### config.mk
export PLATFORM = sky130hd
export DESIGN_NAME = inverter_sequencer
export DESIGN_NICKNAME = d
export VERILOG_FILES = /design/src/rtl/inverter_sequencer.sv
export SDC_FILE = /design/constraint.sdc
export NUM_CORES = 1
export LEC_CHECK = 0
export CAP_MARGIN = 15
export CORE_MARGIN = 2
export CORE_UTILIZATION = 40
export CTS_BUF_LIST = sky130_fd_sc_hd__clkbuf_8 sky130_fd_sc_hd__clkbuf_16
export DETAILED_ROUTE_END_ITERATION = 10
export PLACE_DENSITY = 0.62
export SLEW_MARGIN = 30
export SYNTH_ARGS = -nofsm -noshare
export SYNTH_HDL_FRONTEND = slang
export SYNTH_SLANG_ARGS = --single-unit
export TNS_END_PERCENT = 5
### constraint.sdc
create_clock -name clk -period 2.55 [get_ports clk]
set_clock_uncertainty 0.1 [all_clocks]
set_input_delay 0.51 -clock clk [delete_from_list [all_inputs] [get_ports clk]]
set_output_delay 0.51 -clock clk [all_outputs]
set_load 0.02 [all_outputs]
### src/rtl/inverter_sequencer.sv
// Purpose : soft start/stop and fault sequencing for a 3-phase PWM inverter,
//           plus per-phase dead-time insertion on the six gate drives.
// Latency : all outputs are registered; every input acts on the next clk edge.
// Backpressure: none; raw comparator inputs are sampled every cycle.
//
// Ports:
//   clk, rst_n            clock, asynchronous active-low reset
//   start, stop           run request / soft-stop request (stop has priority)
//   fault_n, clear        active-low fault (latches FAULT) / leave FAULT
//   raw_a, raw_b, raw_c   comparator decisions (sine > triangle)
//   mod_index             modulation index to the sine generator
//   Va..Vcn               complementary gate drives
//   state, fault_latched  sequencer state, high while in FAULT
module inverter_sequencer #(
    parameter int unsigned DEADTIME  = 8,
    parameter int unsigned RAMP_DIV  = 1024,
    parameter int unsigned RAMP_STEP = 16,
    parameter int unsigned MI_MAX    = 65535
) (
    input  logic        clk,
    input  logic        rst_n,
    input  logic        start,
    input  logic        stop,
    input  logic        fault_n,
    input  logic        clear,
    input  logic        raw_a,
    input  logic        raw_b,
    input  logic        raw_c,
    output logic [15:0] mod_index,
    output logic        Va,
    output logic        Van,
    output logic        Vb,
    output logic        Vbn,
    output logic        Vc,
    output logic        Vcn,
    output logic [2:0]  state,
    output logic        fault_latched
);

    localparam int unsigned PW = (RAMP_DIV > 1) ? $clog2(RAMP_DIV) : 1;
    localparam int unsigned DW = (DEADTIME > 1) ? $clog2(DEADTIME) : 1;

    localparam logic [PW-1:0] PRESC_LAST = PW'(RAMP_DIV - 1);
    localparam logic [DW-1:0] DT_LOAD    = DW'(DEADTIME - 1);
    localparam logic [16:0]   STEP17     = 17'(RAMP_STEP);
    localparam logic [16:0]   MAX17      = 17'(MI_MAX);
    localparam logic [15:0]   MAX16      = 16'(MI_MAX);

    typedef enum logic [2:0] {
        ST_IDLE      = 3'd0,
        ST_RAMP_UP   = 3'd1,
        ST_RUN       = 3'd2,
        ST_RAMP_DOWN = 3'd3,
        ST_FAULT     = 3'd4
    } state_e;

    state_e          state_q, state_d;
    logic [15:0]     mod_q, mod_d;
    logic [PW-1:0]   presc_q, presc_d;
    logic            fault_q, fault_d;

    // Per-phase committed level, dead-time counter and gate registers (index 0=a,1=b,2=c)
    logic [2:0]          lvl_q, lvl_d;
    logic [2:0][DW-1:0]  dt_q, dt_d;
    logic [2:0]          hi_q, hi_d;
    logic [2:0]          lo_q, lo_d;

    logic [2:0]  raw_v;
    logic        presc_wrap;
    logic [16:0] mod_up;
    logic        gate_en;
    logic        phase_load;

    assign raw_v      = {raw_c, raw_b, raw_a};
    assign presc_wrap = (presc_q == PRESC_LAST);
    // 17-bit sum so the clamp to MI_MAX sees any carry out of 16 bits
    assign mod_up     = {1'b0, mod_q} + STEP17;

    // ------------------------------------------------------------------
    // Sequencer next state: fault beats stop, stop beats start.
    // ------------------------------------------------------------------
    always_comb begin
        state_d = state_q;
        mod_d   = mod_q;
        presc_d = presc_q;

        if (!fault_n) begin
            state_d = ST_FAULT;
            mod_d   = '0;
            presc_d = '0;
        end else begin
            unique case (state_q)
                ST_IDLE: begin
                    mod_d   = '0;
                    presc_d = '0;
                    if (start && !stop) begin
                        state_d = ST_RAMP_UP;
                    end
                end

                ST_RAMP_UP: begin
                    if (stop) begin
                        // index is held; ramp-down restarts its own prescale period
                        state_d = ST_RAMP_DOWN;
                        presc_d = '0;
                    end else if (presc_wrap) begin
                        presc_d = '0;
                        if (mod_up >= MAX17) begin
                            mod_d   = MAX16;
                            state_d = ST_RUN;
                        end else begin
                            mod_d = mod_up[15:0];
                        end
                    end else begin
                        presc_d = presc_q + PW'(1);
                    end
                end

                ST_RUN: begin
                    mod_d   = MAX16;
                    presc_d = '0;
                    if (stop) begin
                        state_d = ST_RAMP_DOWN;
                    end
                end

                ST_RAMP_DOWN: begin
                    if (start && !stop) begin
                        state_d = ST_RAMP_UP;
                        presc_d = '0;
                    end else if (presc_wrap) begin
                        presc_d = '0;
                        // strictly greater: a step landing exactly on 0 ends the ramp
                        if ({1'b0, mod_q} > STEP17) begin
                            mod_d = mod_q - STEP17[15:0];
                        end else begin
                            mod_d   = '0;
                            state_d = ST_IDLE;
                        end
                    end else begin
                        presc_d = presc_q + PW'(1);
                    end
                end

                ST_FAULT: begin
                    mod_d   = '0;
                    presc_d = '0;
                    if (clear) begin
                        state_d = ST_IDLE;
                    end
                end

                default: begin
                    state_d = ST_IDLE;
                    mod_d   = '0;
                    presc_d = '0;
                end
            endcase
        end

        fault_d = (state_d == ST_FAULT);
    end

    // Gates follow the state being entered, so leaving the run states
    // (to IDLE or FAULT) drops them on the same edge.
    assign gate_en    = (state_d == ST_RAMP_UP) || (state_d == ST_RUN) ||
                        (state_d == ST_RAMP_DOWN);
    // Starting from IDLE forces a full dead time before any gate can rise.
    assign phase_load = (state_q == ST_IDLE) && (state_d == ST_RAMP_UP);

    // ------------------------------------------------------------------
    // Dead-time insertion, one independent lane per phase.
    // Any change on raw reloads the counter, so both gates stay low for
    // DEADTIME edges counted from the last change sampled.
    // ------------------------------------------------------------------
    always_comb begin
        lvl_d = lvl_q;
        dt_d  = dt_q;
        hi_d  = '0;
        lo_d  = '0;
        for (int k = 0; k < 3; k++) begin
            if (!gate_en) begin
                dt_d[k] = '0;
            end else if (phase_load || (raw_v[k] != lvl_q[k])) begin
                lvl_d[k] = raw_v[k];
                dt_d[k]  = DT_LOAD;
            end else if (dt_q[k] != '0) begin
                dt_d[k] = dt_q[k] - DW'(1);
            end else begin
                hi_d[k] = lvl_q[k];
                lo_d[k] = ~lvl_q[k];
            end
        end
    end

    always_ff @(posedge clk or negedge rst_n) begin
        if (!rst_n) begin
            state_q <= ST_IDLE;
            mod_q   <= '0;
            presc_q <= '0;
            fault_q <= 1'b0;
            lvl_q   <= '0;
            dt_q    <= '0;
            hi_q    <= '0;
            lo_q    <= '0;
        end else begin
            state_q <= state_d;
            mod_q   <= mod_d;
            presc_q <= presc_d;
            fault_q <= fault_d;
            lvl_q   <= lvl_d;
            dt_q    <= dt_d;
            hi_q    <= hi_d;
            lo_q    <= lo_d;
        end
    end

    assign mod_index     = mod_q;
    assign state         = state_q;
    assign fault_latched = fault_q;
    assign Va            = hi_q[0];
    assign Van           = lo_q[0];
    assign Vb            = hi_q[1];
    assign Vbn           = lo_q[1];
    assign Vc            = hi_q[2];
    assign Vcn           = lo_q[2];

endmodule
==> results of run 1 <==
## layout make-up
cell class | instances | area (sq um)
repair buffers | 59 | 548
flip-flops and latches | 45 | 1130
clock inverters | 2 | 37.5
fillers | 743 | 3940
multi-input cells | 261 | 1790
inverters | 21 | 78.8
well taps | 102 | 128
clock buffers | 6 | 82.6
## flip-flops by register name (all words and copies together) (netlist names)
| signal | cells |
|---|---|
| presc_q | 10 |
| state | 3 |
| fault_latched | 1 |
| dt_q | 9 |
| hi_q | 3 |
| lvl_q | 3 |
| lo_q | 3 |
| mod_index | 13 |
## cells in the final DEF, fill, tap and decap left out, drive strengths merged, types with 3 or more instances in the layout
cell type      Yosys  final
xor2              11     11
a22oi              4      4
ha                11     11
o311ai             3      3
clkbuf             8      6
mux2               4      4
nand4              5      5
nor2b              3      3
dfrtp             45     45
mux2i              6      6
nand3             16     16
and4               3      3
nor2              36     36
o211ai             5      5
and2               3      3
clkdlybuf4s50      0     33
a21oi             20     20
o21ai             13     13
xnor2              9      9
inv               21     21
a211oi             5      5
nand2b             7      7
nand2             40     40
nor3               5      5
o22ai              4      4
buf               19     26
a221o              3      3
nor4              13     13
## Yosys cell counts, types with 2 or more instances
cell type / n / area (sq um)
ha_1: 11 / 138
o311ai_1: 2 / 17.5
o21ai_2: 2 / 17.5
buf_2: 7 / 35.0
nand4_1: 4 / 25.0
nor3_1: 5 / 25.0
nand3_1: 13 / 65.1
a21oi_1: 19 / 95.1
nor4_2: 3 / 37.5
o41ai_1: 2 / 17.5
dfrtp_1: 45 / 1130
clkbuf_1: 8 / 30.0
mux2i_1: 6 / 60.1
xor2_1: 11 / 96.3
o211ai_2: 3 / 37.5
nand2b_1: 6 / 37.5
or3_1: 2 / 12.5
nor2_1: 35 / 131
nor2b_1: 3 / 18.8
o211ai_1: 2 / 15.0
a32oi_1: 2 / 17.5
and3_1: 2 / 12.5
nor4_1: 9 / 56.3
nand3_2: 2 / 20.0
o22ai_1: 4 / 25.0
nand2_2: 5 / 31.3
o31ai_1: 2 / 15.0
a211oi_1: 5 / 37.5
o21ai_0: 10 / 50.1
and2_1: 2 / 12.5
a221oi_1: 2 / 17.5
a221o_1: 2 / 20.0
buf_4: 5 / 37.5
xnor2_1: 9 / 78.8
mux2_4: 3 / 45.0
and4_1: 3 / 26.3
a22oi_1: 4 / 30.0
or2_2: 2 / 12.5
and4b_1: 2 / 20.0
buf_6: 7 / 78.8
inv_1: 21 / 78.8
nand2_1: 35 / 131
## cells by family (layout without fill, tap and decap cells)
family | after synthesis | in the layout
AO/OA/AOI/OAI | 75 | 75
XOR/XNOR | 20 | 20
adder cells (fa/ha/maj) | 11 | 11
buffers and inverters | 48 | 88
flip-flops | 45 | 45
multiplexers | 10 | 10
AND/OR/NAND/NOR | 145 | 145
## power by group through the flow
stage / clock network (mW) / logic [mW] / registers [mW]
final: 0.577 / 0.177 / 0.762
after global routing: 0.621 / 0.197 / 0.767
after CTS: 0.590 / 0.179 / 0.763
after detailed placement: 0 / 0.178 / 0.777
after global placement: 0 / 0.177 / 0.775
after floorplan: 0 / 0.114 / 0.775
## worst min-delay path by stage
| stage | startpoint | to | slack [ns] | cells after the start |
|---|---|---|---|---|
| 5_1_grt | rst_n | mod_index[4] | 0.25 | 2 |
| 3_3_place_gp | lvl_q[1] | lo_q[1] | 0.39 | 1 |
| 4_1_cts | rst_n | mod_index[5] | 0.21 | 2 |
| 3_5_place_dp | lvl_q[0] | lo_q[0] | 0.40 | 1 |
| 6_report | rst_n | mod_index[9] | 0.17 | 2 |
| 2_1_floorplan | rst_n | dt_q[0] | 0.11 | 0 |
## critical path, cell delays in order (launching register included)
cell             delay [ns]
dfrtp_1                0.53
buf_4                  0.26
clkdlybuf4s50_1        0.62
## metal layers
metal  track usage, %  part of all wire, %  vias up
met3             2.98                  5.2        4
met1             25.9                   46     1330
met4             4.41                 0.84        0
met2             28.0                   48       55
met5                0                    0        -
li1                 -                    -     1338
## metrics by stage
| stage | util, % | worst slack (ns) | hold slack (ns) | cell area [sq um] |
|---|---|---|---|---|
| 2_1_floorplan | - | 0.224 | 0.114 | 3180 |
| 3_3_place_gp | 47.5 | 0.240 | 0.391 | 3670 |
| 3_5_place_dp | 47.5 | 0.174 | 0.402 | 3670 |
| 4_1_cts | 49.1 | 0.220 | 0.211 | 3790 |
| 5_1_grt | 49.1 | 0.138 | 0.251 | 3790 |
| 6_report | 49.1 | 0.222 | 0.175 | 3790 |
==> impl_metrics.env, run 1 <==
export IMPL_status="finished, final reports clean"
export IMPL_drv_cap=0
export IMPL_wl_microns=7390
export IMPL_postCtsSetupBuffers=0
export IMPL_hold_viol=0
export IMPL_dieArea_sq_mm=0.00867
export IMPL_timing_rr_end="mod_index[15]"
export IMPL_synth_compound_area_share_pct=17.3
export IMPL_fin_cells=496
export IMPL_synthToLayoutAreaGrowth_pct=19.3
export IMPL_r2r_cells=6
export IMPL_critPathLaunch="mod_index[6]"
export IMPL_critPathArrivalTime_ns=1.72
export IMPL_fp_dieW_microns=93.1
export IMPL_switching_power_uw=384
export IMPL_min_path_type="in -> async"
export IMPL_fp_row_count=32
export IMPL_cts_resized=0
export IMPL_ir_drop_uv=236
export IMPL_cts_buffers_inserted=5
export IMPL_clkLatencyLatePin_ns=0.31
export IMPL_syn_inst=354
export IMPL_ioPinCount=35
export IMPL_globalRoute_totalOverflow=0
export IMPL_path_clk_slew_ns=0.09
export IMPL_viasPerCell=5.50
export IMPL_slew_violations=0
export IMPL_seqPwrFrac_pct=50.3
export IMPL_dr_pass1_iters=4
export IMPL_synthXorXnorAreaFrac_pct=5.51
export IMPL_reg2reg_from="mod_index[11]"
export IMPL_core_sq_mm=0.00773
export IMPL_clock_path_buffers=2
export IMPL_tightest_slew_ns=0.589
export IMPL_ys_seq_elements=45
export IMPL_gp_congestion=0.853
export IMPL_remaining_drc_errors=0
export IMPL_required_ns=1.94
export IMPL_synth_area_sq_mm=0.00318
export IMPL_finalCritPeriodShare_pct=91.3
export IMPL_antenna_cells=0
export IMPL_io_buffers=34
export IMPL_fin_nets=413
export IMPL_reg2reg_slack_ns=0.28
export IMPL_crit_path_end="mod_index[6]"
export IMPL_placedCellCount=488
export IMPL_antenna_left=0
export IMPL_synth_edf_count=0
export IMPL_die_h_microns=93.1
export IMPL_cp_end_kind="primary output"
export IMPL_synth_area_per_cell_sq_um=8.97
export IMPL_yosys_area_share_adder_pct=4.33
export IMPL_async_flop_share_pct=100
export IMPL_intPower_mw=1.13
export IMPL_yosysUniqueCellTypes=69
export IMPL_switching_share_pct=25.3
export IMPL_drt_iter0_drc=148
export IMPL_ys_seq_area_share_pct=35.4
export IMPL_cp_start_kind="register"
export IMPL_setup_viol=0
export IMPL_leakage_nw=1.62
export IMPL_synth_top_family_by_area="simple AND/OR/NAND/NOR gates"
export IMPL_wl_per_cell_microns=14.9
export IMPL_syn_nets=374
export IMPL_hpwlAfterDp_microns=5330
export IMPL_cts_tree="done"
export IMPL_path_class="reg -> out"
export IMPL_grt_pass1_vias=2481
export IMPL_synth_warnings=0
export IMPL_crit_fanout=11
export IMPL_period_needed_ns=2.33
export IMPL_synth_simple_area_share_pct=25.5
export IMPL_drive_above_1_share_pct=17.3
export IMPL_start_util_pct=41.1
export IMPL_power_mw=1.52
export IMPL_antenna_found_initial=0
export IMPL_grt_max_degree=46
export IMPL_setup_tns_final_ns=0
export IMPL_htree_levels=2
export IMPL_via_count=2727
export IMPL_muxShareOfSynthArea_pct=3.66
export IMPL_cts_root_buf="clkbuf_8"
export IMPL_max_freq_mhz=430
export IMPL_cts_hold_buf=0
export IMPL_cts_sinks=45
export IMPL_maxSlewHeadroom_pct=60.2
export IMPL_clock_power_share_pct=38.1
export IMPL_grt_pass1_wl_microns=12300
export IMPL_rsz0062_at_grt="false"
export IMPL_ys_flop_type="dfrtp_1"
export IMPL_share_comb_of_total_power_pct=11.7
export IMPL_power_density_mw_per_mm2=400
export IMPL_gr_usage_all_layers_pct=17.9
(Power assumes the default switching activity.)
==> run 2, diff against run 1 <==
- REMOVE_ABC_BUFFERS: default -> 1
- clock period: 2.55 -> 2.2 ns (I/O delays scaled with it)
==> run 2 against run 1 <==
Against the previous run: critical path depth is 6 higher; setup slack worse by 0.15 ns; wire length is 9.3% higher; critical path type is now reg -> reg; largest cell class unchanged.
==> impl_metrics.env, run 2 (synthesis gave the netlist of run 1 again) <==
export IMPL_finalCritPeriodShare_pct=96.9
export IMPL_crit_path_max_incr_delay_ns=0.40
export IMPL_slew_violations=0
export IMPL_reg2reg_from="mod_index[10]"
export IMPL_hold_path_cell_count=1
export IMPL_critPathArrivalTime_ns=2.20
export IMPL_r2r_cells=8
export IMPL_cp_start_kind="register"
export IMPL_drv_cap=0
export IMPL_rsz0062_at_grt="true"
export IMPL_busiest_layer="met2"
export IMPL_gr_usage_met2_pct=29.7
export IMPL_grt_max_degree=29
export IMPL_switching_share_pct=28.0
export IMPL_path_cells="buf_4, nand4_4, a211oi_1, o2bb2ai_1, and4b_1, o21ai_2, buf_6, o311ai_2"
export IMPL_viasPerCell=5.52
export IMPL_max_freq_mhz=469
export IMPL_maxSlewHeadroom_pct=56.0
export IMPL_fp_dieW_microns=93.1
export IMPL_cts_root_buf="clkbuf_8"
export IMPL_io_buffers=34
export IMPL_path_class="reg -> reg"
export IMPL_hold_end="presc_q[0]"
export IMPL_clkLatencyLatePin_ns=0.30
export IMPL_placed_area_sq_mm=0.00383
export IMPL_seqPwrFrac_pct=54.3
export IMPL_drive_above_1_share_pct=25.8
export IMPL_hold_start="presc_q[0]"
export IMPL_multi_input_comb_area_sq_mm=0.00194
export IMPL_period_needed_ns=2.13
export IMPL_dr_pass1_iters=4
export IMPL_fin_area_sq_mm=0.00413
export IMPL_antenna_left=0
export IMPL_nFillCells=707
export IMPL_grt_pass1_vias=2680
export IMPL_use_met3_pct=2.74
export IMPL_wl_per_cell_microns=15.5
export IMPL_clock_power_share_pct=31.3
export IMPL_power_density_mw_per_mm2=395
export IMPL_setup_viol=0
export IMPL_fin_nets=438
export IMPL_path_clk_slew_ns=0.09
export IMPL_required_ns=2.27
export IMPL_globalRoute_totalOverflow=0
export IMPL_ir_drop_uv=330
export IMPL_tightest_slew_ns=0.651
export IMPL_start_util_pct=41.1
export IMPL_hold_viol=0
export IMPL_fp_row_count=32
export IMPL_layout_area_seq_sq_mm=0.00113
export IMPL_fin_cells=521
export IMPL_antenna_cells=0
export IMPL_intPower_mw=1.18
export IMPL_htree_levels=2
export IMPL_setup_tns_final_ns=0
export IMPL_core_sq_mm=0.00773
export IMPL_gr_usage_all_layers_pct=18.7
export IMPL_hpwlAfterDp_microns=5870
export IMPL_share_comb_of_total_power_pct=14.4
export IMPL_timing_rr_end="mod_index[13]"
export IMPL_leakage_nw=1.75
export IMPL_wl_microns=8080
export IMPL_drt_iter0_drc=153
export IMPL_dieArea_sq_mm=0.00867
export IMPL_ioPinCount=35
export IMPL_slowest_stage="dfrtp_1"
export IMPL_cp_end_kind="register"
export IMPL_remaining_drc_errors=0
export IMPL_reg2reg_slack_ns=0.07
export IMPL_placedCellCount=508
export IMPL_cts_sinks=45
export IMPL_crit_fanout=10
export IMPL_min_path_type="reg -> reg"
export IMPL_via_count=2877
export IMPL_die_h_microns=93.1
export IMPL_antenna_found_initial=0
export IMPL_largest_reg_flops=13
export IMPL_cts_tree="done"
export IMPL_final_cell_mix="41 x dfrtp_1, 40 x buf_4, 35 x nand2_1, 35 x nor2_1, 33 x clkdlybuf4s50_1"
export IMPL_status="finished, final reports clean"
export IMPL_switching_power_uw=457
export IMPL_gp_congestion=0.894
export IMPL_clock_path_buffers=2
export IMPL_final_common_cell="dfrtp_1"
export IMPL_grt_pass1_wl_microns=12900
export IMPL_grt_use_met1_pct=26.5
export IMPL_synthToLayoutAreaGrowth_pct=30.1
export IMPL_cts_buffers_inserted=5
[run 2: changes by cell type in the layout (fill, tap and decap cells not counted), moves of 2 or more]
cell	before	now
buf_6	0	4
nor4_4	1	5
nor4_2	3	1
dfrtp_1	45	41
dfrtp_2	0	4
nor4_1	9	7
ha_1	11	9
ha_4	0	2
buf_4	23	40
[run 2: final cells by class]
cell class              count  share of cell area (%)
well taps                 102                    3.09
clock buffers               5                    1.67
multi-input cells         261                    46.9
repair buffers             84                    18.7
flip-flops and latches     45                    27.4
clock inverters             3                   0.454
inverters                  21                    1.91
[run 2: what timing repair did]
item,in CTS,in global routing
endpoints found under the hold margin,17,0
setup endpoints to repair,26,22
gates resized for setup,6,30
hold buffers,1,0
pin swaps,0,15
setup buffers,0,5
[run 2: critical path, delay by kind of cell (launching register included)]
| kind | cells | cell delay [ns] |
|---|---|---|
| AOI/OAI and AO/OA | 4 | 0.70 |
| and+or+nand+nor | 2 | 0.44 |
| DFF | 1 | 0.40 |
| buffers and inverters | 2 | 0.37 |
[run 2: power by group through the flow]
stage                     logic [mW]  clock network (mW)  registers [mW]
after floorplan                0.124                   0           0.902
after global placement         0.216                   0           0.899
after detailed placement       0.220                   0           0.900
after CTS                      0.223               0.525           0.884
after global routing           0.261               0.561           0.891
final                          0.235               0.511           0.886
[run 2: metal layers]
layer	part of all wire, %	vias to the layer above
li1	-	1384
met1	48	1396
met2	46	85
met3	4.7	12
met4	1.5	0
met5	0	-
[run 2: worst max path at each step]
| stage | startpoint | end | slack (ns) |
|---|---|---|---|
| after CTS | mod_index[12] | mod_index[7] | 0.01 |
| final | mod_index[10] | mod_index[13] | 0.07 |
| after global placement | stop | mod_index[13] | -0.09 |
| after detailed placement | stop | mod_index[13] | -0.15 |
| after floorplan | mod_index[5] | mod_index[13] | -0.33 |
| after global routing | mod_index[4] | hi_q[0] | -0.03 |
[run 2: metrics by stage]
step           hold WS (ns)  util, %  setup WS [ns]  total power, mW
3_5_place_dp          0.309     49.6         -0.147             1.12
2_1_floorplan        0.0444        -         -0.327             1.03
6_report              0.407     53.5         0.0673             1.63
5_1_grt               0.445     53.5        -0.0339             1.71
4_1_cts               0.413     51.2        0.00995             1.63
3_3_place_gp          0.312     49.6        -0.0949             1.11
